===== src/rtl/tlul_host_mux_adapter.sv =====
// TL-UL types plus an N-channel core-to-TL-UL host adapter: round-robin
// arbitration of req/gnt ports onto one A channel (channel index in a_source),
// per-channel outstanding limit, and D-beat routing back by d_source.
package tlul_pkg;
    localparam logic [2:0]  PUT_FULL_DATA    = 3'h0;
    localparam logic [2:0]  PUT_PARTIAL_DATA = 3'h1;
    localparam logic [2:0]  GET              = 3'h4;
    localparam logic [15:0] A_USER_DEFAULT   = 16'h0000;

    typedef struct packed {
        logic        a_valid;
        logic [2:0]  a_opcode;
        logic [2:0]  a_param;
        logic [1:0]  a_size;
        logic [7:0]  a_source;
        logic [31:0] a_address;
        logic [3:0]  a_mask;
        logic [31:0] a_data;
        logic [15:0] a_user;
        logic        d_ready;
    } tl_h2d_t;

    typedef struct packed {
        logic        d_valid;
        logic [2:0]  d_opcode;
        logic [2:0]  d_param;
        logic [1:0]  d_size;
        logic [7:0]  d_source;
        logic        d_sink;
        logic [31:0] d_data;
        logic [15:0] d_user;
        logic        d_error;
        logic        a_ready;
    } tl_d2h_t;
endpackage

// Per-channel slice: outstanding counter, eligibility, response capture.
module tlul_host_mux_ch #(
    parameter int MaxReqs = 2,
    parameter int CntW    = 2
) (
    input  logic        clock,
    input  logic        reset,
    input  logic        req,
    input  logic        gnt,
    input  logic        d_hit,
    input  logic [31:0] d_data,
    input  logic        d_error,
    output logic        elig,
    output logic        valid,
    output logic [31:0] rdata,
    output logic        err
);
    logic [CntW-1:0] cnt;
    logic [31:0]     rdata_q;
    logic            err_q;

    // Eligibility looks only at the registered count, so a response frees a slot next cycle.
    assign elig  = req && (cnt < CntW'(MaxReqs));
    // A beat for a channel with nothing outstanding is not a response.
    assign valid = d_hit && (cnt != '0);
    assign rdata = valid ? d_data : rdata_q;
    assign err   = valid ? d_error : err_q;

    // Outstanding count: grant and response in the same cycle cancel out.
    always_ff @(posedge clock or negedge reset) begin
        if (!reset) begin
            cnt <= '0;
        end else if (gnt && !valid) begin
            cnt <= cnt + 1'b1;
        end else if (!gnt && valid) begin
            cnt <= cnt - 1'b1;
        end
    end

    // Hold the last response so rdata/err stay stable between beats.
    always_ff @(posedge clock or negedge reset) begin
        if (!reset) begin
            rdata_q <= '0;
            err_q   <= 1'b0;
        end else if (valid) begin
            rdata_q <= d_data;
            err_q   <= d_error;
        end
    end
endmodule

module tlul_host_mux_adapter
    import tlul_pkg::*;
#(
    parameter int NumCh   = 2,
    parameter int MaxReqs = 2
) (
    input  logic                  clock,
    input  logic                  reset,
    input  logic [NumCh-1:0]      req_i,
    output logic [NumCh-1:0]      gnt_o,
    input  logic [NumCh*32-1:0]   addr_i,
    input  logic [NumCh-1:0]      we_i,
    input  logic [NumCh*32-1:0]   wdata_i,
    input  logic [NumCh*4-1:0]    be_i,
    output logic [NumCh-1:0]      valid_o,
    output logic [NumCh*32-1:0]   rdata_o,
    output logic [NumCh-1:0]      err_o,
    output logic                  unexp_o,
    output tl_h2d_t               tl_h_c_a,
    input  tl_d2h_t               tl_h_c_d
);
    localparam int ChW  = (NumCh > 1) ? $clog2(NumCh) : 1;
    localparam int CntW = $clog2(MaxReqs + 1);

    localparam logic [0:0] IDLE   = 1'b0;
    localparam logic [0:0] LOCKED = 1'b1;

    logic [0:0]       state;
    logic [ChW-1:0]   ptr, lock_idx, win, sel, ptr_next;
    logic [ChW:0]     idx;
    logic [NumCh-1:0] elig, d_match;
    logic             any_elig, a_valid, a_fire, src_ok, unexp_q;
    logic [31:0]      sel_addr, sel_wdata;
    logic [3:0]       sel_be;
    logic             sel_we;
    logic             unused_d;

    // Round-robin: lowest offset from ptr among eligible channels wins.
    always_comb begin
        win      = '0;
        any_elig = 1'b0;
        idx      = '0;
        for (int i = NumCh - 1; i >= 0; i--) begin
            idx = {1'b0, ptr} + (ChW+1)'(i);
            if (idx >= (ChW+1)'(NumCh)) idx = idx - (ChW+1)'(NumCh);
            if (elig[idx[ChW-1:0]]) begin
                win      = idx[ChW-1:0];
                any_elig = 1'b1;
            end
        end
    end

    // While LOCKED the stalled beat keeps its channel so A fields stay stable.
    assign sel      = (state == LOCKED) ? lock_idx : win;
    assign a_valid  = reset && ((state == LOCKED) || any_elig);
    assign a_fire   = a_valid && tl_h_c_d.a_ready;
    assign gnt_o    = a_fire ? (NumCh'(1) << sel) : '0;
    assign ptr_next = (int'(sel) == NumCh - 1) ? '0 : sel + 1'b1;

    // Arbitration state: lock on a stalled beat, advance pointer on acceptance.
    always_ff @(posedge clock or negedge reset) begin
        if (!reset) begin
            state    <= IDLE;
            lock_idx <= '0;
            ptr      <= '0;
        end else if (a_fire) begin
            state <= IDLE;
            ptr   <= ptr_next;
        end else if (a_valid) begin
            state    <= LOCKED;
            lock_idx <= sel;
        end
    end

    assign sel_we    = we_i[sel];
    assign sel_be    = be_i[4*int'(sel) +: 4];
    assign sel_addr  = addr_i[32*int'(sel) +: 32];
    assign sel_wdata = wdata_i[32*int'(sel) +: 32];

    // Build the A beat from the selected channel.
    always_comb begin
        tl_h_c_a           = '0;
        tl_h_c_a.a_valid   = a_valid;
        tl_h_c_a.a_opcode  = sel_we ? ((sel_be == 4'hF) ? PUT_FULL_DATA : PUT_PARTIAL_DATA) : GET;
        tl_h_c_a.a_param   = 3'h0;
        tl_h_c_a.a_size    = 2'd2;
        tl_h_c_a.a_source  = 8'(sel);
        tl_h_c_a.a_address = {sel_addr[31:2], 2'b00};
        tl_h_c_a.a_mask    = sel_we ? sel_be : 4'hF;
        tl_h_c_a.a_data    = sel_we ? sel_wdata : 32'h0;
        tl_h_c_a.a_user    = A_USER_DEFAULT;
        tl_h_c_a.d_ready   = 1'b1;
    end

    // Full 8-bit compare rejects both out-of-range and nonzero upper source bits.
    assign src_ok = tl_h_c_d.d_valid && (tl_h_c_d.d_source < 8'(NumCh));

    for (genvar c = 0; c < NumCh; c++) begin : g_ch
        assign d_match[c] = src_ok && (tl_h_c_d.d_source[ChW-1:0] == ChW'(c));
        tlul_host_mux_ch #(.MaxReqs(MaxReqs), .CntW(CntW)) u_ch (
            .clock   (clock),
            .reset   (reset),
            .req     (req_i[c]),
            .gnt     (gnt_o[c]),
            .d_hit   (d_match[c]),
            .d_data  (tl_h_c_d.d_data),
            .d_error (tl_h_c_d.d_error),
            .elig    (elig[c]),
            .valid   (valid_o[c]),
            .rdata   (rdata_o[32*c +: 32]),
            .err     (err_o[c])
        );
    end

    // Sticky flag for any D beat that no channel accepted.
    always_ff @(posedge clock or negedge reset) begin
        if (!reset) begin
            unexp_q <= 1'b0;
        end else if (tl_h_c_d.d_valid && !(|valid_o)) begin
            unexp_q <= 1'b1;
        end
    end

    assign unexp_o  = unexp_q;
    assign unused_d = ^{tl_h_c_d.d_opcode, tl_h_c_d.d_param, tl_h_c_d.d_size,
                        tl_h_c_d.d_sink, tl_h_c_d.d_user, sel_addr[1:0]};
endmodule


===== config.mk =====
export PLATFORM = sky130hd
export DESIGN_NAME = tlul_host_mux_adapter
export DESIGN_NICKNAME = d
export VERILOG_FILES = /design/src/rtl/tlul_host_mux_adapter.sv
export SDC_FILE = /design/constraint.sdc
export NUM_CORES = 1
export LEC_CHECK = 0
export CAP_MARGIN = 20
export CORE_AREA = 2 2 147 149
export CTS_BUF_LIST = sky130_fd_sc_hd__clkbuf_16
export CTS_CLUSTER_SIZE = 8
export DETAILED_ROUTE_END_ITERATION = 16
export DIE_AREA = 0 0 149 151
export GPL_ROUTABILITY_DRIVEN = 0
export PLACE_DENSITY = 0.64
export SLEW_MARGIN = 20
export SYNTH_ARGS = -nofsm -noshare
export SYNTH_HDL_FRONTEND = slang
export SYNTH_SLANG_ARGS = --single-unit

===== constraint.sdc =====
create_clock -name clock -period 6.5 [get_ports clock]
set_clock_uncertainty 0.15 [all_clocks]
set_input_delay 0.65 -clock clock [delete_from_list [all_inputs] [get_ports clock]]
set_output_delay 0.65 -clock clock [all_outputs]
set_load 0.005 [all_outputs]

Word level (Yosys, flattened, before mapping)
Index checks and enable logic that the tools add are counted.
{"block": "totals", "reg_bits": 74, "input_bits": 210, "out_inout_bits": 173, "wordCells": 89}
{"block": "classes", "muxes": 29, "n_shift": 4, "bitwise": 2, "addsub": 8, "eq_ne": 1, "n_reduce_logical": 27, "magnitude_cmp": 8}
{"op": "$shiftx 64x7->32", "n": 2}
{"op": "$mux 32", "n": 3}
{"op": "$mux 1", "n": 19}
{"op": "$logic_and 1x1->1", "n": 14}
{"op": "$mux 2", "n": 5}
{"op": "$reduce_bool 2->1", "n": 5}
{"op": "$lt 8x2->1 const B", "n": 1}
{"op": "$shiftx 8x4->4", "n": 1}
{"op": "$lt 1x2->1 const B", "n": 3}
{"op": "$logic_not 1->1", "n": 5}
{"op": "$add 2x1->2 const B", "n": 2}
{"op": "$eq 4x4->1 const B", "n": 1}
{"op": "$lt 2x2->1 const B", "n": 2}
{"op": "$mux 4", "n": 1}
{"op": "$sub 2x1->2 const B", "n": 2}
{"op": "$mux 3", "n": 1}
{"op": "$add 1x1->2 const B", "n": 1}
{"op": "$ge 1x2->1 const B", "n": 1}
{"op": "$ge 2x2->1 const B", "n": 1}
{"op": "$not 1->1", "n": 2}
{"op": "$reduce_and 2->1", "n": 1}
{"op": "$reduce_or 2->1", "n": 1}
{"op": "$shl 1x1->2 const A", "n": 1}
{"op": "$sub 1x1->1 const B", "n": 2}
{"op": "other kinds (2)", "n": 2}

Longest topological paths before layout
Gate-level depths: netlist of run 1.
{"block": "depth", "ltp_word": 15, "mapped_depth": 9, "mapped_depth_nobuf": 7}

By module
A second synthesis of run 1 with hierarchy kept.
{"block": "unflattened", "cells_unflattened": 380, "area_unflattened_um2": 4700.8}
{"module": "tlul_host_mux_ch", "area_per_inst_um2": 1466.4, "seq_area_each_um2": 875.8, "cells_each": 79, "n_inst": 2}
{"module": "tlul_host_mux_adapter", "area_per_inst_um2": 1767.9, "seq_area_each_um2": 100.1, "cells_each": 222, "n_inst": 1}

Worst setup path after synthesis of run 1
Ideal clock, no wire load.
{"block": "synth_path", "kind": "input port to output port", "from": "in req_i[0]", "to": "out gnt_o[0]", "path_stages": 6, "setup_slack_ps": 3899, "required_ps": 5700, "t_arrival_ps": 1801, "n_path_buf": 3, "cell_sequence": "or3b_1 -> a22o_1 -> buf_2 -> buf_2 -> nor2_1 -> buf_4"}
{"block": "synth_via", "elab_cells_between_ends": 15, "classes_between": "shift (1); mux (10); reduce/logical (4)"}
{"element": "start: declaration", "line_no": "96", "text": "input logic [NumCh-1:0] req_i,"}
{"element": "$logic_and 1x1->1 (*)", "line_no": "59", "text": "assign elig = req && (cnt < CntW'(MaxReqs));"}
{"element": "$mux 1 (not written as such) (2 in a row)", "line_no": "133", "text": "if (elig[idx[ChW-1:0]]) begin"}
{"element": "$mux 1", "line_no": "133"}
{"element": "$mux 1 (*)", "line_no": "133"}
{"element": "$mux 1 (*)", "line_no": "141", "text": "assign sel = (state == LOCKED) ? lock_idx : win;"}
{"element": "named net sel", "line_no": "116", "text": "logic [ChW-1:0] ptr, lock_idx, win, sel, ptr_next;"}
{"element": "$shl 1x1->2 (*)", "line_no": "144", "text": "assign gnt_o = a_fire ? (NumCh'(1) << sel) : '0;"}
{"element": "$mux 2 (*)", "line_no": "144"}
{"element": "end: declaration", "line_no": "97", "text": "output logic [NumCh-1:0] gnt_o,"}
The timed path passes the listed nets; every way through them passes the cells marked *. The select of a mux whose other input is x is not followed.

==> results of run 1 <==
## cell families (layout without fill, tap and decap cells)
kind of cell               after synthesis  after routing  synth area share [%]
AOI/OAI and AO/OA                       11             11                  1.98
xor gates and xnor gates                 6              6                  1.17
adders and majority gates                2              2                 0.558
buffers and inverters                   67            347                  9.76
DFF                                     74             74                  41.3
muxes                                  135            135                  35.1
other                                    2             32                 0.167
and+or+nand+nor                         92             92                  9.93
## registers in the layout, indices dropped and copies added, names as in the netlist
signal             cells
g_ch.u_ch.cnt          4
lock_idx               1
unexp_o                1
ptr                    1
state                  1
g_ch.u_ch.rdata_q     64
g_ch.u_ch.err_q        2
## power breakdown
group	switching [mW]	internal, mW	total (mW)
Combinational	0.287	0.497	0.784
Clock	0.208	0.261	0.470
Sequential	0.0290	0.502	0.531
Total	0.524	1.26	1.78
## area by class of cell
cell class                      count  area (sq um)
Clock buffer                        9           225
Clock inverter                      7          53.8
Inverter                            5          18.8
Fill cell                        2069         12800
Multi-Input combinational cell    278          2320
Timing Repair Buffer              326          3250
Sequential cell                    74          1850
Tap cell                          275           344
## cells in the mapped netlist, types with 2 or more instances
| cell type | count |
|---|---|
| mux2i_1 | 39 |
| nand2_1 | 66 |
| buf_6 | 3 |
| conb_1 | 2 |
| nand4_1 | 2 |
| inv_1 | 5 |
| dfrtp_1 | 74 |
| nor2b_1 | 11 |
| mux2_2 | 68 |
| buf_2 | 11 |
| xnor2_1 | 2 |
| ha_1 | 2 |
| xor2_1 | 4 |
| nand2b_1 | 2 |
| clkbuf_1 | 8 |
| buf_4 | 40 |
| mux2_4 | 28 |
| nor2_1 | 3 |
| nand3_2 | 2 |
## layer usage
metal / part of all wire (%) / vias up / global-route usage, % / wire (um)
li1: - / 1862 / - / -
met1: 43 / 1770 / 17.8 / 6930
met2: 50 / 153 / 22.3 / 8130
met3: 5.7 / 14 / 3.31 / 923
met4: 1.0 / 2 / 3.14 / 167
met5: 0.080 / - / 0 / 13
## per-stage QoR
stage,area (sq um),cells,setup slack (ns),util (%)
global route,8070,974,2.01,38.7
detailed placement,7780,958,2.02,37.4
global placement,7780,958,2.03,37.4
floorplan,4600,419,3.90,-
CTS,8060,974,2.02,38.7
finish,8070,974,2.15,38.7
## how the worst min path moves through the flow
stage,from,endpoint,slack (ns),cells after the start
after floorplan,reset,g_ch[0].u_ch.cnt[0]$_DFFE_PN0P_,0.20,0
after global placement,unexp_o$_DFFE_PN0P_,unexp_o$_DFFE_PN0P_,0.30,1
after detailed placement,unexp_o$_DFFE_PN0P_,unexp_o$_DFFE_PN0P_,0.30,1
after CTS,reset,g_ch[0].u_ch.rdata_q[19]$_DFF_PN0_,0.07,1
after global routing,reset,g_ch[0].u_ch.rdata_q[19]$_DFF_PN0_,0.07,1
final,reset,g_ch[1].u_ch.rdata_q[15]$_DFF_PN0_,0.07,1
## worst max-delay path, delay by kind of cell
family	cells	cell delay, ns
simple gates	1	0.35
mux	1	0.34
compound gates	1	0.70
buf+inv	3	1.45
==> metrics.md, run 1 <==
| Metric | Value |
|---|---|
| Core region area | 0.0208 sq mm |
| Final HPWL DP | 12.9 mm |
| Min cycle time layout | 4.35 ns |
| Total CTS buffers | 9 |
| Tcrit/Tclk final | 66.9% |
| Synth warn | 0 |
| Die Wd | 149 um |
| Total negative slack | 0 ns |
| EDFF count, synth | 0 |
| Reg2Reg Setup Slack | 3.86 ns |
| Clock Pin Slew Worst Setup and Hold Paths | 0.07 ns |
| CTS tree | yes |
| Post-synth top flop | dfrtp_1 |
| Die ar. | 0.0225 sq mm |
| Reg2reg path depth | 7 |
| Setup crit end | tl_h_c_a[80] |
| First-pass GRT wire length | 23.1 mm |
| PwrDens | 221 mW/mm^2 |
| Die outline height | 151 um |
| Synth top area share | 41.3% |
| Final setup viols | 0 |
| Io pins | 383 |
| Area contributors post-synth | dfrtp_1 (41%), mux2_2 (17%), mux2_4 (9.4%), mux2i_1 (8.7%), buf_4 (6.7%) |
| Routed wire per std cell | 16.6 um |
| CP Cell Sequence | clkdlybuf4s50_1, nor3b_1, a22o_4, buf_4, mux2_4, clkdlybuf4s50_1 |
| # hold bufs at CTS | 0 |
| Crit path from | req_i[1] |
| Slowest CP cell | a22o_4 |
| Vias/cell | 3.90 |
| Post-Syn Instances | 389 |
| WS Path Type | in -> out |
| Final wirelength | 16.2 mm |
| Skew-Pair Late Insertion Delay | 0.33 ns |
| Min-Delay Path Class | in -> async |
| Post-synth top area cell | dfrtp_1 |
| Initial core utilization | 21.5% |
| Initial antenna violation count | 1 |
| RSZ-0062 raised after global routing | false |
| Ys async rst share | 100% |
| RR Endpoint | g_ch[1].u_ch.cnt[1]$_DFFE_PN0P_ |
| Required @ worst endpoint | 5.70 ns |
| R2R Path Start | state$_DFFE_PN0P_ |
| Grt ovf | 0 |
| # diodes | 0 |
| P_leak | 3.54 nW |
| Slowest cell delay on critical path | 0.70 ns |
| Worst hold slack | 0.0677 ns |
| Port bufs | 321 |
| Design Power | 1.78 mW |
| CTS root buf | clkbuf_16 |
| GRT Util Overall | 13.5% |
| Worst setup SP type | primary input |
| CP arrival | 3.55 ns |
| Yosys reg bits | 74 |
| Fin. max-slew vios | 0 |
| Pre-antenna DRT Iters | 4 |
| Post-CTS Resized | 0 |
| Nets | 906 |
| Status | finished, final reports clean |
| Yosys cell types | 36 |
| DR vias | 3,801 |
| Commonest cells after routing, fill and taps aside | clkdlybuf4s50_1 (320), dfrtp_1 (74), mux2_2 (68) |
| Worst-Margin Slew | 0.868 ns |
| Largest net degree at the start of global routing | 54 |
| Residual DRC | 0 |
| Final antenna-violating net count | 0 |
| Max Clk Rate | 0.230 GHz |
| Slew headroom | 41.4% |
| Commonest non-fill, non-tap cell in the layout | clkdlybuf4s50_1 |
| Longest Clk Path Bufs | 2 |
| Layout cells sized above 1 | 17.7% |
| # rows | 53 |
| Post-synthesis sequential area ratio | 41.3% |
| Netlist Area Pre-Place | 0.00449 sq mm |
| Clock sinks | 74 |
| Syn Area/Cell | 11.5 sq um |
| CTS HTree Levels | 3 |
| CP max FO | 49 |
| Max cap viols | 0 |
| Final Hold Fails | 0 |
| Layout area overhead | 79.8% |
| Initial DRC count | 140 |
| CP dominant cell by count | clkdlybuf4s50_1 |
| Setup Fix Bufs, Post-CTS | 0 |
| Max VDD drop | 124 uV |
| Crit. End Element | primary output |
| Number of global-route vias before repair | 3,779 |
(Power assumes the default switching activity.)
==> run 2: changes to the inputs <==
- CORE_AREA: 2 2 147 149 -> 2 2 148 150
- DIE_AREA: 0 0 149 151 -> 0 0 150 152
- PLACE_DENSITY: 0.64 -> 0.66
- clock period: 6.5 -> 4 ns (I/O delays scaled with it)
==> metrics.md, run 2 (same netlist as run 1, synthesis figures left out) <==
| Metric | Value |
|---|---|
| Status | finished, final reports clean |
| CTS tree | yes |
| Grt ovf | 0 |
| Largest net degree at the start of global routing | 79 |
| Max FFs per register | 64 |
| Io pins | 383 |
| Total CTS buffers | 9 |
| Residual DRC | 0 |
| RSZ-0062 raised after global routing | false |
| Biggest register | g_ch.u_ch.rdata_q |
| Die ar. | 0.0228 sq mm |
| Die Wd | 150 um |
| Core region area | 0.0214 sq mm |
| Cell Count, Final, Fillers Out | 984 |
| Max cap viols | 0 |
| Final setup viols | 0 |
| # hold bufs at CTS | 0 |
| CTS HTree Levels | 3 |
| Nets | 911 |
| Max VDD drop | 144 uV |
| Worst setup SP type | primary input |
| Tcrit/Tclk final | 85.0% |
| Initial antenna violation count | 1 |
| Final wirelength | 14.9 mm |
| CP arrival | 2.85 ns |
| Die outline height | 152 um |
| Min-Delay Path Class | in -> async |
| Clock sinks | 74 |
| Placed cell count | 968 |
| Final HPWL DP | 12.0 mm |
| Pre-antenna DRT Iters | 4 |
| Port bufs | 321 |
| Max Clk Rate | 0.294 GHz |
| Final Hold Fails | 0 |
| GRT Util Overall | 12.9% |
| Clock Pin Slew Worst Setup and Hold Paths | 0.06 ns |
| Layout area overhead | 81.5% |
| Reg2reg path depth | 6 |
| Total negative slack | 0 ns |
| Fin. max-slew vios | 0 |
| Setup Fix Bufs, Post-CTS | 0 |
| Skew-Pair Late Insertion Delay | 0.33 ns |
| P_leak | 3.58 nW |
| Initial core utilization | 21.0% |
| RR Endpoint | g_ch[1].u_ch.cnt[1]$_DFFE_PN0P_ |
| Commonest cells after routing, fill and taps aside | clkdlybuf4s50_1 (320), dfrtp_1 (74), mux2_2 (68) |
| Post-CTS Resized | 0 |
| CP max FO | 33 |
| Required @ worst endpoint | 3.45 ns |
| First-pass GRT wire length | 22.6 mm |
| Routed wire per std cell | 15.1 um |
| DR vias | 3,872 |
| Final antenna-violating net count | 0 |
| PwrDens | 361 mW/mm^2 |
| Worst-Margin Slew | 0.918 ns |
| Commonest non-fill, non-tap cell in the layout | clkdlybuf4s50_1 |
| Largest regs | g_ch.u_ch.rdata_q: 64 flops, g_ch.u_ch.cnt: 4 flops, g_ch.u_ch.err_q: 2 flops |
| R2R Path Start | state$_DFFE_PN0P_ |
| Crit. End Element | primary output |
| # rows | 54 |
| Vias/cell | 3.93 |
| Initial DRC count | 155 |
| Min cycle time layout | 3.40 ns |
| Number of global-route vias before repair | 3,925 |
| Layout cells sized above 1 | 17.9% |
| CTS root buf | clkbuf_16 |
| Reg2Reg Setup Slack | 1.56 ns |
| WS Path Type | in -> out |
| Slew headroom | 38.6% |
| Design Power | 2.94 mW |
| Longest Clk Path Bufs | 2 |
==> run 2: cell types whose count changed in the layout (fill, tap and decap cells not counted), sizes merged <==
cell and delta:
buf +5, clkinvlp -2, bufinv +1, diode +1
==> run 2: metrics by stage <==
step | worst slack [ns] | cell area, sq um | utilization, % | hold WS [ns]
6_report | 0.599 | 8140 | 38.1 | 0.0554
5_1_grt | 0.517 | 8140 | 38.1 | 0.134
4_1_cts | 0.604 | 8130 | 38.1 | 0.251
3_5_place_dp | 0.615 | 7850 | 36.8 | 0.320
3_3_place_gp | 0.612 | 7850 | 36.8 | 0.290
2_1_floorplan | 1.78 | 4600 | - | -0.0456
==> run 2: final cells by class <==
| class | count | area (sq um) |
|---|---|---|
| fillers | 2102 | 13200 |
| clock buffers | 9 | 225 |
| multi-input cells | 278 | 2320 |
| repair buffers | 331 | 3310 |
| flip-flops and latches | 74 | 1850 |
| diodes | 1 | 2.50 |
| well taps | 280 | 350 |
| clock inverters | 6 | 58.8 |
| inverters | 5 | 18.8 |
==> run 2: critical path, cell delays in order <==
cell	delay [ns]
clkdlybuf4s50_1	0.48
nor3b_1	0.34
a22o_4	0.52
buf_12	0.26
mux2_4	0.31
clkdlybuf4s50_1	0.50
==> run 2: layer usage <==
| metal | GRT usage (%) | up-vias | part of all wire (%) |
|---|---|---|---|
| met2 | 21.5 | 159 | 50 |
| met3 | 4.26 | 14 | 7.0 |
| met5 | 0 | - | 0 |
| met4 | 4.13 | 0 | 2.1 |
| li1 | - | 1882 | - |
| met1 | 15.5 | 1817 | 41 |
==> run 2: worst max path at each step <==
stage,from,endpoint,slack [ns],cells past startpoint
6_report,req_i[1],tl_h_c_a[64],0.60,6
5_1_grt,req_i[1],tl_h_c_a[68],0.52,6
4_1_cts,req_i[1],tl_h_c_a[64],0.60,6
3_5_place_dp,req_i[1],tl_h_c_a[64],0.61,6
3_3_place_gp,req_i[1],tl_h_c_a[68],0.61,6
2_1_floorplan,g_ch[0].u_ch.cnt[1]$_DFFE_PN0P_,g_ch[1].u_ch.cnt[1]$_DFFE_PN0P_,1.78,9
==> run 2: power breakdown <==
group	leakage [nW]	internal (mW)	switching, mW
registers	1.01	0.816	0.0442
logic	2.44	0.839	0.466
clock network	0.141	0.475	0.301
total	3.58	2.13	0.811
